===== src/rtl/stream_mux_pkg.sv =====
// Shared types and constants for the N-to-1 streaming multiplexer.
package stream_mux_pkg;

  typedef enum logic {
    ST_IDLE   = 1'b0,
    ST_LOCKED = 1'b1
  } state_t;

  localparam int MODE_SEL = 0;
  localparam int MODE_RR  = 1;

endpackage


===== src/rtl/stream_mux_nto1_rr_arbiter.sv =====
// Round-robin arbiter: first requesting channel at or after ptr, modulo N_CH.
module rr_arbiter
  import stream_mux_pkg::*;
#(
  parameter  int N_CH  = 4,
  localparam int SEL_W = $clog2(N_CH)
) (
  input  logic [N_CH-1:0]  req,
  input  logic [SEL_W-1:0] ptr,
  output logic [SEL_W-1:0] grant,
  output logic             grant_vld
);

  int unsigned idx;

  // Scan from farthest to nearest so the channel closest to ptr wins.
  always_comb begin
    grant     = '0;
    grant_vld = |req;
    idx       = 0;
    for (int unsigned k = N_CH; k > 0; k--) begin
      idx = (32'(ptr) + k - 1) % N_CH;
      if (req[idx[SEL_W-1:0]]) grant = SEL_W'(idx);
    end
  end

endmodule


===== src/rtl/stream_mux_nto1.sv =====
// N-to-1 valid/ready stream multiplexer with packet locking and registered output.
module stream_mux_nto1
  import stream_mux_pkg::*;
#(
  parameter  int N_CH  = 4,
  parameter  int WIDTH = 8,
  parameter  int MODE  = 1,
  localparam int SEL_W = $clog2(N_CH)
) (
  input  logic                  clk,
  input  logic                  rst,
  input  logic [N_CH*WIDTH-1:0] in_data,
  input  logic [N_CH-1:0]       in_valid,
  input  logic [N_CH-1:0]       in_last,
  output logic [N_CH-1:0]       in_ready,
  input  logic [SEL_W-1:0]      sel,
  output logic [WIDTH-1:0]      out_data,
  output logic                  out_valid,
  output logic                  out_last,
  output logic [SEL_W-1:0]      out_ch,
  input  logic                  out_ready
);

  state_t            state_q, state_d;
  logic [SEL_W-1:0]  lock_ch_q, rr_ptr_q;
  logic [SEL_W-1:0]  pick, grant;
  logic              pick_vld, grant_vld;
  logic              load_en, xfer, g_last;
  logic [WIDTH-1:0]  g_data;

  generate
    if (MODE == MODE_RR) begin : g_rr
      rr_arbiter #(.N_CH(N_CH)) u_arb (
        .req       (in_valid),
        .ptr       (rr_ptr_q),
        .grant     (pick),
        .grant_vld (pick_vld)
      );
      logic unused_sel;
      assign unused_sel = ^sel;
    end else begin : g_sel
      assign pick     = sel;
      assign pick_vld = (32'(sel) < N_CH);
      logic unused_ptr;
      assign unused_ptr = ^rr_ptr_q;
    end
  endgenerate

  always_ff @(posedge clk) begin
    if (rst) state_q <= ST_IDLE;
    else     state_q <= state_d;
  end

  always_comb begin
    state_d = state_q;
    if (xfer) begin
      if (state_q == ST_LOCKED && g_last)  state_d = ST_IDLE;
      if (state_q == ST_IDLE   && !g_last) state_d = ST_LOCKED;
    end
  end

  // Channel mux is a compare loop so an out-of-range sel never forms an illegal part-select.
  always_comb begin
    grant     = (state_q == ST_LOCKED) ? lock_ch_q : pick;
    grant_vld = (state_q == ST_LOCKED) ? 1'b1 : pick_vld;
    load_en   = !out_valid || out_ready;
    in_ready  = '0;
    g_data    = '0;
    g_last    = 1'b0;
    for (int unsigned i = 0; i < N_CH; i++) begin
      if (32'(grant) == i) begin
        g_data = in_data[i*WIDTH +: WIDTH];
        g_last = in_last[i];
        if (load_en && grant_vld && !rst) in_ready[i] = 1'b1;
      end
    end
    xfer = |(in_valid & in_ready);
  end

  always_ff @(posedge clk) begin
    if (rst) begin
      lock_ch_q <= '0;
      rr_ptr_q  <= '0;
      out_valid <= 1'b0;
      out_data  <= '0;
      out_last  <= 1'b0;
      out_ch    <= '0;
    end else begin
      if (xfer && state_q == ST_IDLE && !g_last) lock_ch_q <= grant;
      if (xfer && g_last)
        rr_ptr_q <= (32'(grant) == N_CH - 1) ? '0 : grant + 1'b1;
      if (load_en) begin
        out_valid <= xfer;
        if (xfer) begin
          out_data <= g_data;
          out_last <= g_last;
          out_ch   <= grant;
        end
      end
    end
  end

endmodule


===== config.mk =====
export PLATFORM = sky130hd
export DESIGN_NAME = stream_mux_nto1
export DESIGN_NICKNAME = d
export VERILOG_FILES = /design/src/rtl/stream_mux_pkg.sv /design/src/rtl/stream_mux_nto1_rr_arbiter.sv /design/src/rtl/stream_mux_nto1.sv
export SDC_FILE = /design/constraint.sdc
export NUM_CORES = 1
export LEC_CHECK = 0
export ABC_AREA = 1
export CORE_AREA = 2 2 54 107
export CTS_CLUSTER_DIAMETER = 30
export DETAILED_ROUTE_END_ITERATION = 10
export DIE_AREA = 0 0 56 109
export GPL_TIMING_DRIVEN = 0
export PLACE_DENSITY = 0.5
export SLEW_MARGIN = 40
export SYNTH_ARGS = -nofsm -noshare
export SYNTH_HDL_FRONTEND = slang
export SYNTH_SLANG_ARGS = --single-unit
export TNS_END_PERCENT = 100

===== constraint.sdc =====
create_clock -name clk -period 3.3 [get_ports clk]
set_clock_uncertainty 0.2 [all_clocks]
set_input_delay 0.33 -clock clk [delete_from_list [all_inputs] [get_ports clk]]
set_output_delay 0.33 -clock clk [all_outputs]
set_load 0.05 [all_outputs]

Word level (Yosys, flattened, before mapping)
Index checks and enable logic that the tools add are counted.

Add/subtract/negate cells: 9. Equal/unequal tests: 3. Reduce and logical (&&, ||, !) cells: 17. Bitwise logic cells: 2. Magnitude comparators: 4. Mux-type cells: 30.

Operator list (number): $mux 8 (4); $mux 1 (16); $lt 2x3->1 const B (4); $mux 2 (6); $bmux 1 s2 (4); $reduce_or 4->1 (2); $sub 2x1->2 const B (4); $logic_and 1x1->1 (7); $add 2x1->2 const B (3); $add 2x2->2 const B (2); $and 4x4->4 (1); $eq 2x2->1 const B (2); $reduce_and 2->1 (2); $logic_not 1->1 (3); $eq 2x1->1 const B (1); $logic_not 2->1 (1); $reduce_bool 2->1 (1); $logic_or 1x1->1 (1); $not 1->1 (1).

Input port bits: 45. Logic and storage cells: 72. Output and inout port bits: 16. Register bits: 17.

Logic depth before layout (Yosys ltp)
Gate-level depths: netlist of run 1.

Depth after elaboration: 18. Depth in mapped cells: 23. Depth with buffers taken out: 22.

Hierarchy
A second synthesis of run 1 with hierarchy kept.

Cells, all modules: 227. Area total of the unflattened synthesis: 1310.0 um^2.

Modules (own cells, without submodules): stream_mux_nto1 (cells an instance 181, area each 1121.1 um^2, times used 1); rr_arbiter (cells an instance 46, area each 188.9 um^2, times used 1).

Least setup slack after synthesis of run 1
No wires, ideal clock.

Path type: reg2out. Start: register rr_ptr_q[0]. End: output in_ready[3]. Data arrival time: 2.283 ns. Stages on the path, launching flop included: 15. Path buffers: 2. Path slack: 0.487 ns. Cells stage by stage: dfxtp_1 -> buf_2 -> nand2_1 -> nor2_1 -> nor2_1 -> nand3_1 -> nand2_1 -> nand2_1 -> nand3_1 -> nand2_2 -> inv_1 -> ha_1 -> clkbuf_1 -> inv_1 -> nor2_1.

Word-level cells in the longest chain between the ends: 11.

Ends and longest elaborated chain: start, declared (RTL line stream_mux_nto1.sv:25) `logic [SEL_W-1:0] lock_ch_q, rr_ptr_q;`; start signal, assigned (RTL line stream_mux_nto1.sv:91) `rr_ptr_q <= (32'(grant) == N_CH - 1) ? '0 : grant + 1'b1;`; $add 2x1->2 (RTL line stream_mux_nto1_rr_arbiter.sv:22) `idx = (32'(ptr) + k - 1) % N_CH;`; $sub 2x1->2 (RTL line stream_mux_nto1_rr_arbiter.sv:22); $bmux 1 s2 (RTL line stream_mux_nto1_rr_arbiter.sv:23) `if (req[idx[SEL_W-1:0]]) grant = SEL_W'(idx);`; $mux 1 (not written as such) (RTL line stream_mux_nto1_rr_arbiter.sv:23); $mux 2 (3 in a row) (RTL line stream_mux_nto1_rr_arbiter.sv:23); $mux 2 (*) (RTL line stream_mux_nto1_rr_arbiter.sv:23); $mux 2 (*) (RTL line stream_mux_nto1.sv:64) `grant = (state_q == ST_LOCKED) ? lock_ch_q : pick;`; named net grant[0] (RTL line stream_mux_nto1.sv:26) `logic [SEL_W-1:0] pick, grant;`; $eq 2x2->1 (*) (RTL line stream_mux_nto1.sv:71) `if (32'(grant) == i) begin`; $mux 1 (*) (RTL line stream_mux_nto1.sv:71); end, declared (RTL line stream_mux_nto1.sv:15) `output logic [N_CH-1:0] in_ready,`.

Mark *: on every way through the listed nets, which the timed path passes. The rest lies on a longest branch. The select of a mux whose other input is x is not followed.

Worst setup path in the final report of run 1
Start: input in_valid[2]. End: output in_ready[2].

Word-level cells in the longest chain between the ends: 9.

Ends and longest elaborated chain: start, declared (RTL line stream_mux_nto1.sv:13) `input logic [N_CH-1:0] in_valid,`; $bmux 1 s2 (RTL line stream_mux_nto1_rr_arbiter.sv:23); $mux 1 (not written as such) (RTL line stream_mux_nto1_rr_arbiter.sv:23); $mux 2 (4 in a row) (RTL line stream_mux_nto1_rr_arbiter.sv:23); $mux 2 (RTL line stream_mux_nto1.sv:64); $eq 2x2->1 (RTL line stream_mux_nto1.sv:71); $mux 1 (*) (RTL line stream_mux_nto1.sv:71).

Mark *: on every way between the ends. The rest lies on a longest branch, timed or not. The select of a mux whose other input is x is not followed.

==> results of run 1 <==
==> final timing paths <==
check	slack, ns	cells after the start	startpoint	endpoint
setup reg to reg	0.36	20	rr_ptr_q[0]$_SDFFE_PP0P_	state_q$_SDFFE_PP0P_
hold / removal	0.28	2	out_data[4]$_SDFFE_PP0P_	out_data[4]$_SDFFE_PP0P_
hold reg to reg	0.28	2	out_data[4]$_SDFFE_PP0P_	out_data[4]$_SDFFE_PP0P_
setup / recovery	0.21	14	in_valid[2]	in_ready[2]
==> routing by layer <==
metal	wire, microns	global-route usage (%)	up-vias
met5	0	0	-
li1	-	-	837
met4	30	3.741	0
met2	1802	22.35	56
met3	280	2.491	2
met1	1674	16.34	681
==> power groups by stage <==
stage                     Sequential, mW  Combinational (mW)  Clock (mW)
after detailed placement           0.339                1.58           0
after global placement             0.335                1.57           0
final                              0.335                1.68       0.152
after global routing               0.346                1.92       0.163
after floorplan                    0.524               0.969           0
after CTS                          0.335                1.59       0.155
==> registers in the layout (all words and copies together), names as in the netlist <==
register,count
lock_ch_q,2
out_data,8
state_q,1
rr_ptr_q,2
out_valid,1
out_ch,2
out_last,1
==> Yosys cell counts <==
| master | n | area share (%) |
|---|---|---|
| a21oi_1 | 14 | 5.4 |
| a21oi_2 | 1 | 0.67 |
| and3_1 | 1 | 0.48 |
| buf_2 | 4 | 1.5 |
| buf_6 | 1 | 0.87 |
| clkbuf_1 | 3 | 0.87 |
| dfxtp_1 | 17 | 26 |
| ha_1 | 5 | 4.8 |
| inv_1 | 19 | 5.5 |
| inv_2 | 4 | 1.2 |
| nand2_1 | 55 | 16 |
| nand2_2 | 2 | 0.96 |
| nand3_1 | 15 | 5.8 |
| nand3b_1 | 1 | 0.58 |
| nand4_1 | 4 | 1.9 |
| nand4_4 | 1 | 1.6 |
| nor2_1 | 38 | 11 |
| nor2_4 | 2 | 1.7 |
| o211ai_1 | 1 | 0.58 |
| o21ai_0 | 18 | 6.9 |
| o21ai_1 | 13 | 5.0 |
| o22ai_1 | 1 | 0.48 |
==> final cells by class <==
class | instances | area (sq um) | share of cell area [%]
multi-input combinational | 172 | 868.3 | 42.06
buffer | 7 | 52.55 | 2.545
tap | 60 | 75.07 | 3.636
timing repair buffer | 59 | 593.1 | 28.73
sequential | 17 | 341.6 | 16.55
clock buffer | 4 | 45.04 | 2.182
inverter | 23 | 88.84 | 4.303
==> worst max-delay path: stages <==
cell and delay, ns:
clkdlybuf4s50_1 0.51, inv_2 0.08, o21ai_2 0.14, nand2_2 0.08, nand2_1 0.06, inv_1 0.05, nand3_1 0.09, nand3_2 0.12
nand2_4 0.12, ha_1 0.18, clkbuf_4 0.22, inv_2 0.10, nor2_1 0.12, clkdlybuf4s18_2 0.37
==> metrics by stage <==
stage	total power [mW]	instance area [sq um]
after floorplan	1.494	1299
after global placement	1.905	1954
after detailed placement	1.921	1954
after CTS	2.080	1999
after global routing	2.428	2064
final	2.165	2064
==> what timing repair did <==
action,4_1_cts,5_1_grt
pin swaps,0,2
gates resized for setup,14,24
endpoints found under the setup margin,5,9
setup buffers,0,1
==> logic make-up (layout without fill, tap and decap cells) <==
logic type | count (synthesis) | after routing | synth area share, %
buffers and inverters | 31 | 93 | 9.923
adder cells (fa/ha/maj) | 5 | 5 | 4.817
AND/OR/NAND/NOR | 119 | 119 | 39.98
flip-flops | 17 | 17 | 26.20
AO/OA/AOI/OAI | 48 | 48 | 19.08
==> run_results.csv, run 1 <==
group,metric,value,unit
power_and_ir_drop,p_int,0.9934,mW
layout,layout_common_cells,"nand2_1 (54), clkdlybuf4s50_1 (51), nor2_1 (37)",
timing,tightest_slew,0.4989,ns
placed_design,hpwl,3227,microns
clock_network,clock-root-buffer,"clkbuf_8",
worst_setup_path,cp_data_arrival_time,2.56,ns
routing,ant_nets,0,
routing,drt_iter0_markers,19,
routing,vias_per_cell,4.608,
clock_network,clkLatencyLatePin,0.25,ns
timing,post-route-period-util,93.72,%
timing,setup_violations,0,
power_and_ir_drop,power_frac_clock,7.0,%
synthesis,yosysSeqAreaShare,26.20,%
worst_setup_path,worst_setup_path_start_kind,"input port",
synthesis,syn_inst,220,
power_and_ir_drop,comb_power_share,77.5,%
floorplanning,dieArea,6104,sq um
clock_network,cts_max_path_buffers,2,
layout,fin_nets,333,
global_route,grt_usage,13.00,%
clock_network,cts_tree,"yes",
layout,post-route-util,38.77,%
timing,hold_slack,0.2834,ns
status,status,"finished clean",
placed_design,post-place-ws,-0.6004,ns
power_and_ir_drop,net-switching-power,1.171,mW
floorplanning,core-area,5325,sq um
timing,layout_setup_ws,0.2074,ns
synthesis,ys_seq_elements,17,
floorplanning,rows,38,
floorplanning,initial_core_util,24.39,%
layout,fill_cells,605,
timing,max_freq,323.4,MHz
routing,wl_per_cell,11.08,microns
synthesis,yosys_warnings,0,
layout,stdcell_count,342,
routing,via_count,1576,
floorplanning,dieWidth,56,microns
synthesis,syn_area,1299,sq um
timing,hold_viol_final,0,
routing,drt_pass1_iterations,4,
layout,layout_commonest_cell,"nand2_1",
floorplanning,fp.dieH,109,microns
timing,max_slew_margin,66.64,%
timing,fin_setup_tns,0,ns
power_and_ir_drop,leakage,0.9043,nW
worst_setup_path,critPathKind,"input port to output pin",
layout,drive_gt1_share,12.77,%
timing,min_period,3.093,ns
clock_network,cts_sinks,17,
global_route,antenna_found_initial,0,
global_route,grt_max_degree,11,
routing,drt_wl_total,3789,microns
layout,area_growth,58.96,%
global_route,grt_pass1_vias,1590,
placed_design,place_congestion,0.7954,
timing,rsz0062_at_grt,"no",
worst_setup_path,crit_path_end_kind,"output pin",
synthesis,ys_types,22,
clock_network,htreeDepth,1,
power_and_ir_drop,powerDensity,1049,nW/um^2
synthesis,syn_area_per_cell,5.903,sq um
clock_network,numCtsBuffers,3,
worst_hold_path,hold_class,"flop to flop",
clock_network,cts_hold_buf,0,
power_and_ir_drop,irDropWorstVdd,0.9196,mV
job,max_cap_violations,0,
power_and_ir_drop,seqPwrFrac,15.5,%
clock_network,clkTransAtPathRegs,0.06,ns
floorplanning,io_pins,61,
worst_setup_path,critical_path.max_fanout,10,
power_and_ir_drop,switching_share,54.11,%
global_route,grt_overflow,0,
worst_setup_path,crit_required,2.77,ns
routing,drc,0,
global_route,grt_pass1_wl,6637,microns
placed_design,port_buffers,58,
timing,slew_violations,0,
synthesis,syn_nets,270,
placed_design,placedCellCount,338,
layout,num_antenna_cells,0,
(Power assumes the default switching activity.)
==> run 2: changes to the inputs <==
--- a/config.mk
+++ b/config.mk
@@ -7,6 +7,7 @@
 export LEC_CHECK = 0
 export ABC_AREA = 1
 export CORE_AREA = 2 2 54 107
+export CTS_BUF_LIST = sky130_fd_sc_hd__clkbuf_8
 export CTS_CLUSTER_DIAMETER = 30
 export DETAILED_ROUTE_END_ITERATION = 10
 export DIE_AREA = 0 0 56 109
==> run 2 against run 1 <==
  * Critical endpoint is now in_ready[1]
  * Critical path type unchanged
  * Worst hold slack did not move
  * Critical path depth rose by 1
  * Cell count did not move
  * Routed wire length fell by 0.11%
  * Die area did not move
  * Largest power group unchanged
  * Combinational power barely moved
  * Non-clock buffer count did not move
==> run_results.csv, run 2 (synthesis results as in run 1) <==
group,metric,value,unit
timing,fin_setup_tns,0,ns
timing,rsz0062_at_grt,"no",
worst_setup_path,crit_buf_inv,6,
clock_network,cts_hold_buf,0,
floorplanning,fp.dieH,109,microns
routing,drt_wl_total,3785,microns
clock_network,cts_sinks,17,
status,status,"finished clean",
worst_setup_path,worst_r2r_endpoint,"state_q$_SDFFE_PP0P_",
global_route,antenna_found_initial,0,
layout,regMostFlops,"out_data",
timing,layout_setup_ws,0.2181,ns
floorplanning,rows,38,
worst_setup_path,crit_cells,15,
clock_network,clock-root-buffer,"clkbuf_8",
worst_setup_path,path_cells,"clkdlybuf4s50_1, inv_2, o21ai_2, nand2_2, nand2_1, inv_1, nand2_1, nand2_1, nand3_2, nand2_4, inv_1, ha_2, inv_4, nor2_1, dlygate4sd2_1",
power_and_ir_drop,powerDensity,1048,nW/um^2
layout,fill_cells,606,
power_and_ir_drop,leakage,0.9094,nW
timing,hold_slack,0.2834,ns
global_route,grt_overflow,0,
worst_setup_path,critical_path.max_fanout,10,
placed_design,port_buffers,58,
global_route,grt_max_degree,11,
layout,drive_gt1_share,12.77,%
timing,tightest_slew,0.4989,ns
timing,setup_violations,0,
clock_network,cts_max_path_buffers,2,
clock_network,htreeDepth,1,
routing,vias_per_cell,4.611,
worst_setup_path,crit_path_end_kind,"output pin",
power_and_ir_drop,irDropWorstVdd,0.9202,mV
routing,drc,0,
worst_setup_path,crit_top_cell,"nand2_1",
worst_setup_path,worstRegToRegCells,20,
clock_network,numCtsBuffers,3,
worst_setup_path,cp_data_arrival_time,2.55,ns
global_route,grt_usage,12.97,%
routing,drt_pass1_iterations,4,
power_and_ir_drop,p_total,2.158,mW
layout,post-route-util,38.67,%
worst_setup_path,crit_path_end,"in_ready[1]",
worst_setup_path,critPathLaunch,"in_valid[2]",
placed_design,placedCellCount,338,
layout,stdcell_count,342,
timing,max_slew_margin,66.64,%
worst_setup_path,cpPeakStageDelay,0.54,ns
layout,layout_common_cells,"nand2_1 (54), clkdlybuf4s50_1 (51), nor2_1 (37)",
timing,max_freq,324.5,MHz
layout,num_antenna_cells,0,
worst_setup_path,cp_top_family,"buffers and inverters",
placed_design,dpl-instance-area,1954,sq um
routing,via_count,1577,
routing,ant_nets,0,
clock_network,cts_tree,"yes",
timing,post-route-period-util,93.39,%
routing,drt_iter0_markers,24,
floorplanning,dieArea,6104,sq um
worst_setup_path,crit_required,2.77,ns
placed_design,post-place-ws,-0.6004,ns
worst_setup_path,rrSetupSlack,0.36,ns
clock_network,clkTransAtPathRegs,0.06,ns
layout,fin_nets,333,
worst_setup_path,critPathKind,"input port to output pin",
timing,min_period,3.082,ns
clock_network,clkLatencyLatePin,0.25,ns
timing,hold_viol_final,0,
layout,seqCellArea,341.6,sq um
global_route,grt_pass1_wl,6624,microns
job,max_cap_violations,0,
timing,slew_violations,0,
layout,area_growth,58.57,%
worst_setup_path,reg2reg_from,"rr_ptr_q[0]$_SDFFE_PP0P_",
worst_setup_path,worst_setup_path_start_kind,"input port",
floorplanning,io_pins,61,
floorplanning,core-area,5325,sq um
worst_hold_path,hold_class,"flop to flop",
layout,finalInstanceArea,2059,sq um
placed_design,hpwl,3227,microns
global_route,grt_pass1_vias,1582,
layout,layout_commonest_cell,"nand2_1",
worst_setup_path,slowest_stage,"dlygate4sd2_1",
placed_design,place_congestion,0.7954,
routing,wl_per_cell,11.07,microns
floorplanning,initial_core_util,24.39,%
layout,multi_input_area,868.3,sq um
layout,largest_reg_flops,8,
floorplanning,dieWidth,56,microns
## run 2: cell count changes in the layout (fill, tap and decap cells not counted), sizes merged
| cell | change |
|---|---|
| buf | +1 |
| clkbuf | -1 |
| clkdlybuf4s18 | -1 |
| inv | +1 |
## run 2: tightest hold or removal path, delay by kind of cell (launching register included)
kind | cells | cell delay, ns
flip-flops | 1 | 0.33
AND/OR/NAND/NOR | 2 | 0.13
## run 2: cell type report
class | instances | area share, %
Multi-Input combinational cell | 172 | 42.16
Timing Repair Buffer | 59 | 28.55
Sequential cell | 17 | 16.59
Inverter | 23 | 4.313
Tap cell | 60 | 3.645
Buffer | 7 | 2.552
Clock buffer | 3 | 2.005
Clock inverter | 1 | 0.1823
## run 2: timing repair
item,CTS,global route
buffers inserted,0,1
pin swaps,0,2
setup endpoints to repair,5,9
gates cloned,0,0
resized for setup,15,24
## run 2: how the worst min path moves through the flow
stage | startpoint | end | slack [ns] | cells after the start
5_1_grt | out_last$_SDFFE_PP0P_ | out_last$_SDFFE_PP0P_ | 0.29 | 2
6_report | out_data[4]$_SDFFE_PP0P_ | out_data[4]$_SDFFE_PP0P_ | 0.28 | 2
3_3_place_gp | out_data[0]$_SDFFE_PP0P_ | out_data[0]$_SDFFE_PP0P_ | 0.27 | 2
4_1_cts | out_last$_SDFFE_PP0P_ | out_last$_SDFFE_PP0P_ | 0.28 | 2
2_1_floorplan | rst | out_last$_SDFFE_PP0P_ | 0.19 | 1
3_5_place_dp | out_last$_SDFFE_PP0P_ | out_last$_SDFFE_PP0P_ | 0.27 | 2
## run 2: routing by layer
layer / global-route usage (%) / wire length, microns
met1: 16.27 / 1661
met3: 2.491 / 287
met5: 0 / 0
met4: 3.741 / 30
met2: 22.35 / 1806
## run 2: power breakdown
part | switching [mW] | total, mW | internal (mW)
Sequential | 0.0474 | 0.335 | 0.288
Clock | 0.0671 | 0.149 | 0.0824
Combinational | 1.06 | 1.67 | 0.617
Total | 1.17 | 2.16 | 0.988
==> run 3: changes to the inputs <==
--- a/config.mk
+++ b/config.mk
@@ -5,14 +5,14 @@
 export SDC_FILE = /design/constraint.sdc
 export NUM_CORES = 1
 export LEC_CHECK = 0
-export ABC_AREA = 1
-export CORE_AREA = 2 2 54 107
+export CORE_AREA = 2 2 53 104
 export CTS_BUF_LIST = sky130_fd_sc_hd__clkbuf_8
 export CTS_CLUSTER_DIAMETER = 30
 export DETAILED_ROUTE_END_ITERATION = 10
-export DIE_AREA = 0 0 56 109
+export DIE_AREA = 0 0 55 106
+export GPL_ROUTABILITY_DRIVEN = 0
 export GPL_TIMING_DRIVEN = 0
-export PLACE_DENSITY = 0.5
+export PLACE_DENSITY = 0.51
 export SLEW_MARGIN = 40
 export SYNTH_ARGS = -nofsm -noshare
 export SYNTH_HDL_FRONTEND = slang
==> run 3 against run 2 <==
  * Die area shrank 4.5%
  * Sequential cell count is the same
  * Critical path depth shrank 4
  * Non-clock buffer count grew 3
  * Combinational power shrank 68%
  * Critical endpoint is now in_ready[2]
  * Synthesized cell count shrank 20%
  * Sequential power shrank 21%
  * Power shrank 56%
  * Routed wire length grew 11%
==> run_results.csv, run 3 <==
group,metric,value,unit
timing,slew_violations,0,
synthesis,ys_types,33,
worst_hold_path,min_from,"rst",
synthesis,yosys_warnings,0,
layout,fin_nets,287,
synthesis,ys_seq_elements,17,
clock_network,cts_sinks,17,
timing,fin_setup_tns,0,ns
layout,fill_cells,579,
routing,drt_wl_total,4184,microns
placed_design,port_buffers,57,
timing,hold_slack,0.2454,ns
floorplanning,dieArea,5830,sq um
synthesis,synth_commonest_cells,"o21ai_0 (33), a21oi_1 (32), nand2_1 (25), dfxtp_1 (17), inv_1 (14)",
worst_setup_path,crit_path_end_kind,"output pin",
synthesis,syn_area_per_cell,6.899,sq um
worst_setup_path,crit_required,2.77,ns
layout,regMostFlops,"out_data",
worst_setup_path,worst_r2r_endpoint,"state_q$_SDFFE_PP0P_",
synthesis,syn_area,1207,sq um
synthesis,ys_async_sr_fraction,0,%
clock_network,cts_max_path_buffers,2,
timing,post-route-period-util,95.19,%
clock_network,cts_setup_buffers,0,
clock_network,cts_hold_buf,0,
layout,post-route-util,37.64,%
routing,drc,0,
routing,vias_per_cell,4.782,
power_and_ir_drop,irDropWorstVdd,0.3108,mV
layout,layout_commonest_cell,"clkdlybuf4s50_1",
job,max_cap_violations,0,
placed_design,post-place-ws,-1.103,ns
synthesis,yosys.area.top_type_share,28.19,%
floorplanning,dieWidth,55,microns
clock_network,cts_tree,"yes",
synthesis,synth-main-ff-cell,"dfxtp_1",
floorplanning,io_pins,61,
timing,tightest_slew,0.5079,ns
floorplanning,fp.dieH,106,microns
global_route,antenna_found_initial,0,
global_route,grt_usage,15.63,%
synthesis,yosysMostFrequentCell,"o21ai_0",
synthesis,syn_nets,225,
worst_hold_path,hold_class,"input port to flop",
power_and_ir_drop,leakage,0.7579,nW
synthesis,yosysSeqAreaShare,28.19,%
layout,layout_common_cells,"clkdlybuf4s50_1 (49), o21ai_0 (33), a21oi_1 (32)",
worst_hold_path,whs_path_depth,2,
layout,area_growth,58.76,%
placed_design,dpl-instance-area,1851,sq um
timing,max_freq,318.3,MHz
layout,drive_gt1_share,13.56,%
floorplanning,initial_core_util,23.71,%
worst_setup_path,worstRegToRegCells,14,
layout,largest_reg_flops,8,
clock_network,numCtsBuffers,3,
worst_hold_path,min_to,"out_valid$_SDFFE_PP0N_",
clock_network,clock-root-buffer,"clkbuf_8",
global_route,grt_overflow,0,
synthesis,synth_area_leaders,"dfxtp_1 (28%), o21ai_0 (14%), a21oi_1 (13%)",
timing,max_slew_margin,66.04,%
clock_network,clkLatencyLatePin,0.25,ns
status,status,"finished clean",
routing,via_count,1406,
power_and_ir_drop,powerDensity,497.7,nW/um^2
floorplanning,rows,37,
timing,hold_viol_final,0,
worst_setup_path,worst_setup_path_start_kind,"input port",
layout,finalInstanceArea,1917,sq um
routing,drt_iter0_markers,21,
global_route,grt_pass1_vias,1476,
floorplanning,core-area,5092,sq um
timing,rsz0062_at_grt,"no",
global_route,grt_pass1_wl,6741,microns
worst_setup_path,rrSetupSlack,0.19,ns
worst_setup_path,reg2reg_from,"rr_ptr_q[1]$_SDFFE_PP0P_",
timing,layout_setup_ws,0.1587,ns
clock_network,htreeDepth,1,
timing,min_period,3.141,ns
synthesis,yosys.area.top_type,"dfxtp_1",
worst_setup_path,cp_data_arrival_time,2.61,ns
global_route,grt_max_degree,11,
worst_setup_path,critPathKind,"input port to output pin",
placed_design,hpwl,3332,microns
layout,num_antenna_cells,0,
routing,drt_pass1_iterations,4,
routing,wl_per_cell,14.23,microns
synthesis,synth-edff-count,0,
routing,ant_nets,0,
clock_network,clkTransAtPathRegs,0.06,ns
synthesis,syn_inst,175,
timing,setup_violations,0,
worst_setup_path,critical_path.max_fanout,10,
run 3: cell types whose count changed after synthesis, sizes merged, moves of 3 or more:
| cell | delta |
|---|---|
| nand3 | -13 |
| inv | -9 |
| and2 | +8 |
| a21oi | +17 |
| nand4 | -4 |
| nand2 | -32 |
| nor2b | +3 |
| clkbuf | +4 |
| a211oi | +3 |
| nor2 | -38 |
run 3: worst max path at each step:
| stage | startpoint | to | slack (ns) | cells past startpoint |
|---|---|---|---|---|
| 3_5_place_dp | in_valid[1] | in_ready[1] | -1.10 | 11 |
| 4_1_cts | in_valid[2] | state_q$_SDFFE_PP0P_ | 0.01 | 15 |
| 2_1_floorplan | rr_ptr_q[1]$_SDFFE_PP0P_ | state_q$_SDFFE_PP0P_ | 0.44 | 14 |
| 5_1_grt | in_valid[1] | state_q$_SDFFE_PP0P_ | 0.001 | 15 |
| 6_report | in_valid[1] | in_ready[2] | 0.16 | 11 |
| 3_3_place_gp | in_valid[1] | in_ready[1] | -1.10 | 11 |
run 3: where the power goes:
| part | leakage [nW] | internal (mW) | switching (mW) |
|---|---|---|---|
| sequential | 0.140 | 0.240 | 0.0231 |
| clock | 0.0255 | 0.0835 | 0.0678 |
| combinational | 0.593 | 0.209 | 0.331 |
run 3: what timing repair did:
item / 4_1_cts / 5_1_grt
setup endpoints to repair: 17 / 9
pin swaps: 0 / 0
cloned: 0 / 0
resized for setup: 28 / 14
run 3: per-layer routing:
| metal | wire length [microns] | up-vias | GRT usage [%] |
|---|---|---|---|
| li1 | - | 730 | - |
| met1 | 1522 | 626 | 17.44 |
| met2 | 2403 | 46 | 28.23 |
| met3 | 195 | 4 | 2.528 |
| met4 | 61 | 0 | 4.878 |
| met5 | 0 | - | 0 |
run 3: cell families after synthesis:
group           synth area share, %
buf+inv                       9.844
mux                          0.8290
compound gates                35.03
simple gates                  20.93
flops                         28.19
fa+ha+maj                     5.181
run 3: area by class of cell:
| class | instances | area [sq um] | share of cell area (%) |
|---|---|---|---|
| tap | 58 | 72.57 | 3.786 |
| buffer | 12 | 78.83 | 4.112 |
| timing repair buffer | 57 | 554.3 | 28.92 |
| clock inverter | 1 | 5.005 | 0.2611 |
| clock buffer | 3 | 41.29 | 2.154 |
| multi-input combinational | 132 | 770.7 | 40.21 |
| sequential | 17 | 341.6 | 17.82 |
| inverter | 14 | 52.55 | 2.742 |
run 3: worst max-delay path, cell delays in order:
cell,delay [ns]
clkdlybuf4s15_1,0.32
a21boi_0,0.13
a311oi_1,0.25
o21ai_0,0.16
o2111ai_2,0.17
nand2_1,0.15
ha_1,0.21
buf_2,0.18
clkbuf_2,0.19
and2_2,0.19
clkdlybuf4s15_2,0.33
run 3: per-stage QoR:
step / power (mW) / instances
after floorplan: 0.5991 / 175
after global placement: 0.8066 / 290
after detailed placement: 0.8052 / 290
after CTS: 0.9623 / 294
after global routing: 1.031 / 294
final: 0.9540 / 294
